**src/rtl/aximm_error_slave.sv**
```systemverilog
// AXI4 slave terminator: accepts every transaction on an unmapped port and
// completes it with a fixed error response so initiators never hang.
module aximm_error_slave #(
   parameter int unsigned C_AXIMM_ADDR_WIDTH = 32,
   parameter int unsigned C_AXIMM_DATA_WIDTH = 32,
   parameter int unsigned C_AXIMM_ID_WIDTH   = 1,
   parameter int unsigned C_AXIMM_USER_WIDTH = 1,
   parameter logic [1:0]  C_RESP             = 2'b11
) (
   input  logic                            ACLK,
   input  logic                            ARESET,
   // write address
   input  logic [C_AXIMM_ID_WIDTH-1:0]     S_AXIMM_AWID,
   input  logic [C_AXIMM_ADDR_WIDTH-1:0]   S_AXIMM_AWADDR,
   input  logic [7:0]                      S_AXIMM_AWLEN,
   input  logic [2:0]                      S_AXIMM_AWSIZE,
   input  logic [1:0]                      S_AXIMM_AWBURST,
   input  logic                            S_AXIMM_AWLOCK,
   input  logic [3:0]                      S_AXIMM_AWCACHE,
   input  logic [2:0]                      S_AXIMM_AWPROT,
   input  logic [3:0]                      S_AXIMM_AWREGION,
   input  logic [3:0]                      S_AXIMM_AWQOS,
   input  logic [C_AXIMM_USER_WIDTH-1:0]   S_AXIMM_AWUSER,
   input  logic                            S_AXIMM_AWVALID,
   output logic                            S_AXIMM_AWREADY,
   // write data
   input  logic [C_AXIMM_DATA_WIDTH-1:0]   S_AXIMM_WDATA,
   input  logic [C_AXIMM_DATA_WIDTH/8-1:0] S_AXIMM_WSTRB,
   input  logic [C_AXIMM_USER_WIDTH-1:0]   S_AXIMM_WUSER,
   input  logic                            S_AXIMM_WLAST,
   input  logic                            S_AXIMM_WVALID,
   output logic                            S_AXIMM_WREADY,
   // write response
   output logic [C_AXIMM_ID_WIDTH-1:0]     S_AXIMM_BID,
   output logic [1:0]                      S_AXIMM_BRESP,
   output logic                            S_AXIMM_BVALID,
   input  logic                            S_AXIMM_BREADY,
   // read address
   input  logic [C_AXIMM_ID_WIDTH-1:0]     S_AXIMM_ARID,
   input  logic [C_AXIMM_ADDR_WIDTH-1:0]   S_AXIMM_ARADDR,
   input  logic [7:0]                      S_AXIMM_ARLEN,
   input  logic [2:0]                      S_AXIMM_ARSIZE,
   input  logic [1:0]                      S_AXIMM_ARBURST,
   input  logic                            S_AXIMM_ARLOCK,
   input  logic [3:0]                      S_AXIMM_ARCACHE,
   input  logic [2:0]                      S_AXIMM_ARPROT,
   input  logic [3:0]                      S_AXIMM_ARREGION,
   input  logic [3:0]                      S_AXIMM_ARQOS,
   input  logic [C_AXIMM_USER_WIDTH-1:0]   S_AXIMM_ARUSER,
   input  logic                            S_AXIMM_ARVALID,
   output logic                            S_AXIMM_ARREADY,
   // read data
   output logic [C_AXIMM_ID_WIDTH-1:0]     S_AXIMM_RID,
   output logic [C_AXIMM_DATA_WIDTH-1:0]   S_AXIMM_RDATA,
   output logic [1:0]                      S_AXIMM_RRESP,
   output logic                            S_AXIMM_RLAST,
   output logic                            S_AXIMM_RVALID,
   input  logic                            S_AXIMM_RREADY
);

   typedef enum logic [1:0] {W_IDLE, W_DATA, W_RESP} w_state_t;
   typedef enum logic       {R_IDLE, R_DATA} r_state_t;

   w_state_t                    w_state, w_state_nxt;
   logic [C_AXIMM_ID_WIDTH-1:0] bid_nxt;
   r_state_t                    r_state, r_state_nxt;
   logic [7:0]                  r_cnt, r_cnt_nxt;
   logic [C_AXIMM_ID_WIDTH-1:0] rid_nxt;

   logic unused_inputs;
   assign unused_inputs = ^{S_AXIMM_AWADDR, S_AXIMM_AWLEN, S_AXIMM_AWSIZE, S_AXIMM_AWBURST,
                            S_AXIMM_AWLOCK, S_AXIMM_AWCACHE, S_AXIMM_AWPROT, S_AXIMM_AWREGION,
                            S_AXIMM_AWQOS, S_AXIMM_AWUSER, S_AXIMM_WDATA, S_AXIMM_WSTRB,
                            S_AXIMM_WUSER, S_AXIMM_ARADDR, S_AXIMM_ARSIZE, S_AXIMM_ARBURST,
                            S_AXIMM_ARLOCK, S_AXIMM_ARCACHE, S_AXIMM_ARPROT, S_AXIMM_ARREGION,
                            S_AXIMM_ARQOS, S_AXIMM_ARUSER};

   assign S_AXIMM_RDATA = '0;

   always_comb begin
      w_state_nxt = w_state;
      bid_nxt     = S_AXIMM_BID;
      case (w_state)
         W_IDLE:
            if (S_AXIMM_AWVALID && S_AXIMM_AWREADY) begin
               w_state_nxt = W_DATA;
               bid_nxt     = S_AXIMM_AWID;
            end
         W_DATA:
            if (S_AXIMM_WVALID && S_AXIMM_WREADY && S_AXIMM_WLAST) w_state_nxt = W_RESP;
         W_RESP:
            if (S_AXIMM_BVALID && S_AXIMM_BREADY) w_state_nxt = W_IDLE;
         default: w_state_nxt = W_IDLE;
      endcase
   end

   // Outputs are registered decodes of the next state, so they are all low
   // during reset and READY appears only on the first cycle after release.
   always_ff @(posedge ACLK) begin
      if (ARESET) begin
         w_state         <= W_IDLE;
         S_AXIMM_AWREADY <= 1'b0;
         S_AXIMM_WREADY  <= 1'b0;
         S_AXIMM_BVALID  <= 1'b0;
         S_AXIMM_BRESP   <= '0;
         S_AXIMM_BID     <= '0;
      end else begin
         w_state         <= w_state_nxt;
         S_AXIMM_AWREADY <= (w_state_nxt == W_IDLE);
         S_AXIMM_WREADY  <= (w_state_nxt == W_DATA);
         S_AXIMM_BVALID  <= (w_state_nxt == W_RESP);
         S_AXIMM_BRESP   <= (w_state_nxt == W_RESP) ? C_RESP : 2'b00;
         S_AXIMM_BID     <= bid_nxt;
      end
   end

   always_comb begin
      r_state_nxt = r_state;
      r_cnt_nxt   = r_cnt;
      rid_nxt     = S_AXIMM_RID;
      case (r_state)
         R_IDLE:
            if (S_AXIMM_ARVALID && S_AXIMM_ARREADY) begin
               r_state_nxt = R_DATA;
               r_cnt_nxt   = S_AXIMM_ARLEN;
               rid_nxt     = S_AXIMM_ARID;
            end
         R_DATA:
            if (S_AXIMM_RVALID && S_AXIMM_RREADY) begin
               if (r_cnt == 8'd0) r_state_nxt = R_IDLE;
               else               r_cnt_nxt   = r_cnt - 8'd1;
            end
         default: r_state_nxt = R_IDLE;
      endcase
   end

   always_ff @(posedge ACLK) begin
      if (ARESET) begin
         r_state         <= R_IDLE;
         r_cnt           <= '0;
         S_AXIMM_ARREADY <= 1'b0;
         S_AXIMM_RVALID  <= 1'b0;
         S_AXIMM_RLAST   <= 1'b0;
         S_AXIMM_RRESP   <= '0;
         S_AXIMM_RID     <= '0;
      end else begin
         r_state         <= r_state_nxt;
         r_cnt           <= r_cnt_nxt;
         S_AXIMM_ARREADY <= (r_state_nxt == R_IDLE);
         S_AXIMM_RVALID  <= (r_state_nxt == R_DATA);
         S_AXIMM_RLAST   <= (r_state_nxt == R_DATA) && (r_cnt_nxt == 8'd0);
         S_AXIMM_RRESP   <= (r_state_nxt == R_DATA) ? C_RESP : 2'b00;
         S_AXIMM_RID     <= rid_nxt;
      end
   end

endmodule

```
**config.mk**
```make
export PLATFORM = sky130hd
export DESIGN_NAME = aximm_error_slave
export DESIGN_NICKNAME = d
export VERILOG_FILES = /design/src/rtl/aximm_error_slave.sv
export SDC_FILE = /design/constraint.sdc
export NUM_CORES = 1
export LEC_CHECK = 0
export ABC_AREA = 1
export CAP_MARGIN = 25
export CORE_AREA = 2 2 84 86
export CTS_CLUSTER_SIZE = 28
export DETAILED_ROUTE_END_ITERATION = 10
export DIE_AREA = 0 0 86 88
export GPL_TIMING_DRIVEN = 0
export HOLD_SLACK_MARGIN = 0.08
export PLACE_DENSITY = 0.83
export SLEW_MARGIN = 20
export SYNTH_ARGS = -nofsm -noshare
export SYNTH_HDL_FRONTEND = slang
export SYNTH_SLANG_ARGS = --single-unit
```
**constraint.sdc**
```tcl
create_clock -name ACLK -period 3.89 [get_ports ACLK]
set_input_delay 0.389 -clock ACLK [delete_from_list [all_inputs] [get_ports ACLK]]
set_output_delay 0.389 -clock ACLK [all_outputs]
set_load 0.01 [all_outputs]
```
## Yosys cells after proc, flatten, opt, wreduce, memory -nomap -nowiden

Index checks and enable logic that the tools add are counted.

| word-level totals | value |
|---|---|
| bits in registers | 22 |
| input bits | 171 |
| word-level logic and storage cells | 46 |

| cells by class | value |
|---|---|
| $add $sub $neg | 1 |
| eq/ne operators | 4 |
| multiplexer cells | 14 |
| bitwise logic cells | 2 |
| reduce and logical (&&, ||, !) cells | 13 |

Operator list:

| operator | number |
|---|---|
| two-way mux 8 bit | 3 |
| zero test 8 bit | 2 |
| case mux 8 bit (2 select lines) | 1 |
| two-way mux 2 bit | 5 |
| subtractor 8 x 1 -> 8 bit, second input constant | 1 |
| logical AND 1 bit | 7 |
| case mux 2 bit (3 select lines) | 1 |
| == test 2 x 1 -> 1 bit, second input constant | 2 |
| == test 2 bit, second input constant | 2 |
| zero test 2 bit | 2 |
| AND reduction 2 bit | 2 |
| two-way mux 1 bit | 3 |
| NOT 1 bit | 2 |
| case mux 1 bit (2 select lines) | 1 |

## Depth between registers and ports, before layout

| logic depth | value |
|---|---|
| depth in word-level cells | 6 |
| depth in mapped cells | 11 |
| gate-level depth less buffers | 11 |

## Worst setup path after synthesis

Ideal clock, no wire load.

| timing path | value |
|---|---|
| kind | reg-to-reg |
| from | reg r_cnt[1] |
| to | reg S_AXIMM_RLAST |
| data arrival time | 1.283 ns |
| required time | 3.826 ns |
| slack | 2.544 ns |
| stages on the path, launching flop included | 12 |
| path buffers | 0 |
| clock period less this slack | 1.346 ns |
| cell sequence | dfxtp_1 inv_1 ha_1 nand2_1 nor2_4 nor2_1 nand2_1 nand2_1 nand2_1 nor2_1 nand2_1 nor2_1 |

| on the way | value |
|---|---|
| cells in the longest elaborated chain, start to end | 6 |
| elaborated cells on any way between the ends | 11 |
| those cells by class | add/sub: 1; mux: 7; reduce/logical: 3 |

RTL lines:

| what | line | RTL |
|---|---|---|
| start: declaration | 67 | `logic [7:0] r_cnt, r_cnt_nxt;` |
| start signal: assignment | 148 | `r_cnt <= r_cnt_nxt;` |
| subtractor 8 x 1 -> 8 bit / zero test 8 bit (equally long branches) | 131, 130 |  |
| two-way mux 8 bit | 130 | `if (r_cnt == 8'd0) r_state_nxt = R_IDLE;` |
| two-way mux 8 bit | 129 | `if (S_AXIMM_RVALID && S_AXIMM_RREADY) begin` |
| case mux 8 bit (2 select lines) | 121 | `case (r_state)` |
| zero test 8 bit | 151 | `S_AXIMM_RLAST <= (r_state_nxt == R_DATA) && (r_cnt_nxt == 8'd0);` |
| logical AND 1 bit (*) | 151 |  |
| end signal: assignment | 151 |  |
| end: declaration | 56 | `output logic S_AXIMM_RLAST,` |

Every way passes the cells marked *; elsewhere a longest branch is shown, timed or not.
A chain may end at the register's enable or synchronous reset.

==> results.txt <==
The maximum clock path buffer count came out at 2. The area used by multi-input combinational logic is 673 um^2. The HPWL after detailed placement is 2.59 mm. The share of total power dissipated in combinational logic is 0.329. The overall routed net length came out at 3.04 mm. After routing, the total negative slack on setup checks comes to 0 ns. The post-synthesis mux area share came out at 0. Walking the worst path, the cells encountered are buf_4, clkdlybuf4s50_1. The number of cells in the design after placement is 333. The number of hold violations in the final report came to 0.

Of the total synthesized cell area, the portion taken by XOR and XNOR cells is 0. The maximum number of pins on one net before global-route repair came out at 11. The buffers plus inverters on the worst setup path came out at 2. For this design the ratio of total power to cell area is 294 nW/um^2. The share of the clock period used by the worst path is 0.429. Buffers inserted to repair hold after CTS numbered 0.

The combinational family with the most area after synthesis is simple AND/OR/NAND/NOR gates. The area of all sequential standard cells came out at 360 um^2. The largest incremental delay on the critical path came out at 0.52 ns. The maximum VDD drop came out at 0.000158 V.

The cell depth of the worst flop-to-flop path came out at 11. The number of antenna violations at the first check in global routing is 0. The time the worst path needs with I/O delays and setup came out at 1.67 ns. In this run the critical register-to-register path is captured at S_AXIMM_RLAST.

The worst register-to-register path begins at r_cnt[0]. The total global-route track usage is 0.0773. The sequential share of power came out at 0.384. The data arrival time of the critical path is 1.28 ns. The flow ran to the end, and the final reports show no timing, DRC or antenna violations. Of the total power, the clock network draws 0.287. After synthesis the cells add up to 1300 um^2. The full die area came out at 7570 um^2.

The switching portion of total power is 0.316. The remaining antenna violation count after routing is 0. The total clock buffers created by CTS came out at 3. The die span in x came out at 86 um. The average wire length per cell after detail routing came out at 9.02 um. STA classifies the critical path startpoint as a flop. The max-capacitance violation count came out at 0. The detail-routed via count per cell came out at 3.81.

The congestion estimate from routability-driven global placement came to 0.939. The I/O pin count came out at 215. The antenna diode count is 0. The post-cts repair resize count is 0. The number of cells produced by synthesis came out at 193. The number of distinct standard cells referenced by the synthesized netlist came out at 20. The count of buffers from port buffering is 29. The tightest hold margin is 0.461 ns.

The area inside the core boundary came out at 6640 um^2. The setup check on the worst reg-to-reg path leaves a slack of 2.31 ns. The violation count after the first detailed-routing iteration is 43. The worst setup path endpoint is S_AXIMM_RRESP[1].

In this run the number of H-tree levels came out at 1. After clock tree synthesis, the clock-pin slew on the worst setup and hold paths is 0.07 ns. For this design the total switching power over the nets is 0.173 mW. TritonCTS built the clock tree.

The share of synthesized cell area in and, or, nand and nor gates came out at 0.305. The post-CTS setup repair buffer count came out at 0. Clock skew on the completed layout was measured at 0.00894 ns. The kind of cell with the highest combined delay along the critical path is buffers and inverters. The number of global-route vias before repair came out at 1106. The fraction of the core area covered by cells at the end of the flow is 0.280. The class of the worst hold path is flop to flop.

Static timing analysis puts the maximum clock frequency at 0.599 GHz. The fraction of the mapped netlist area in compound gates is 0.102. Tracing the worst setup path back leads to its startpoint at S_AXIMM_RRESP[0]. The count of standard-cell rows is 30. The total internal power is 0.374 mW. The area growth from synthesis to layout came out at 43.3%.

The share of synthesized area in the top cell type comes to 0.278. The number of cells on the critical path came out at 2. The synthesized design contains 18 register bits. The clock insertion delay at the later pin of the skew report is 0.26 ns.

The initial utilization of the core area, before any placement, comes to 0.195. The standard cell with the maximum stage delay on the critical path is clkdlybuf4s50_1. The die is 88 um tall. For this run, the number of Yosys warnings is 0. The finished layout holds 337 standard cells, fillers aside. The number of failing setup endpoints in the final timing report is 0. The count of TritonRoute iterations in the first routing pass came out at 4. The static power due to leakage came out at 0.940 nW.

The buffer cell driving the clock tree root is clkbuf_8. The data required time at the worst endpoint is 3.50 ns. STA classifies the critical path endpoint as a primary output. The critical path is of the flop to primary output type.

The count of nets after finishing is 431. The first global-routing pass estimated 4.71 mm of wire. The post-route DRC violation count is 0. The fraction of the mapped netlist area in adder cells came out at 0.0193. The final global-route overflow total is 0. The mean post-synth cell area is 6.72 um^2.

The share of cells above drive strength 1 came out at 0.198. In the layout the commonest cells are nand2_1 (36), buf_4 (36), conb_1 (32). The fraction of the yosys area taken by sequential cells came out at 0.278. Setup repair after global routing left no endpoint under its margin. The total number of vias is 1284.

Yosys attributes the largest share of cell area to dfxtp_1 (28%), buf_4 (21%), nand2_1 (10%). Counting the fill cells in the layout gives 703. In this run the worst path has a maximum fanout of 4. The sink count of the clock tree came out at 18. The library cell with the largest summed area after synthesis is dfxtp_1. The final number of max-transition violations is 0.
==> flip-flops by register name, summed over array words and instances, names as in the netlist <==
name and count:
S_AXIMM_RRESP 1, S_AXIMM_AWREADY 1, S_AXIMM_ARREADY 1, S_AXIMM_RLAST 1, S_AXIMM_BRESP 1, S_AXIMM_WREADY 1
S_AXIMM_RID 1, S_AXIMM_BID 1, r_cnt 8, w_state 2
==> routing by layer <==
metal / vias up / global-route usage / share of wire
met5: - / 0 / 0
met4: 0 / 0.0173 / 0.0033
met3: 2 / 0.0179 / 0.093
met2: 56 / 0.141 / 0.48
met1: 560 / 0.0920 / 0.42
li1: 666 / - / -
==> per-stage QoR <==
step / total power, mW / cell area, um^2 / setup slack (ns)
final: 0.547 / 1860 / 2.22
after global routing: 0.577 / 1860 / 2.12
after CTS: 0.547 / 1860 / 2.21
after detailed placement: 0.392 / 1800 / 2.03
after global placement: 0.388 / 1800 / 2.07
after floorplan: 0.337 / 1410 / 2.54
==> final cells by class <==
type	count	share of cell area
Tap cell	80	0.0539
Inverter	25	0.0505
Timing Repair Buffer	29	0.156
Buffer	38	0.154
Sequential cell	18	0.194
Multi-Input combinational cell	143	0.362
Clock buffer	4	0.0296
==> logic make-up after synthesis <==
logic type | after synthesis
buf+inv | 63
fa+ha+maj | 2
flops | 18
compound gates | 23
other cells | 1
simple gates | 86
==> synth_stat cells <==
| cell | n |
|---|---|
| a31oi_1 | 2 |
| inv_1 | 25 |
| conb_1 | 1 |
| nand2_1 | 36 |
| nand2_2 | 3 |
| buf_6 | 1 |
| nor2_2 | 2 |
| buf_4 | 36 |
| a22oi_1 | 6 |
| o21ai_1 | 3 |
| ha_1 | 2 |
| nor2_1 | 24 |
| a21oi_1 | 8 |
| clkbuf_1 | 1 |
| nor2_4 | 4 |
| nand2_4 | 1 |
| nand4_1 | 2 |
| dfxtp_1 | 18 |
| nand3_1 | 14 |
| o21ai_0 | 4 |
==> tightest hold or removal path: stages, from the launching register on <==
cell,delay (ns)
dfxtp_1,0.31
inv_1,0.05
a21oi_1,0.05
==> how the worst min path moves through the flow <==
| stage | startpoint | cells past startpoint | end | slack, ns |
|---|---|---|---|---|
| after floorplan | ARESET | 1 | S_AXIMM_ARREADY | 0.46 |
| after global placement | S_AXIMM_BID | 2 | S_AXIMM_BID | 0.43 |
| after CTS | S_AXIMM_BID | 2 | S_AXIMM_BID | 0.46 |
| after detailed placement | S_AXIMM_BID | 2 | S_AXIMM_BID | 0.45 |
| final | S_AXIMM_BID | 2 | S_AXIMM_BID | 0.46 |
| after global routing | S_AXIMM_BID | 2 | S_AXIMM_BID | 0.50 |
==> power by group through the flow <==
stage          Sequential (mW)  Combinational (mW)  Clock, mW
2_1_floorplan            0.215               0.122          0
3_3_place_gp             0.213               0.174          0
3_5_place_dp             0.214               0.178          0
4_1_cts                  0.210               0.179      0.158
5_1_grt                  0.212               0.199      0.166
6_report                 0.210               0.180      0.157
Note: power is estimated with default switching activity, not from simulation.
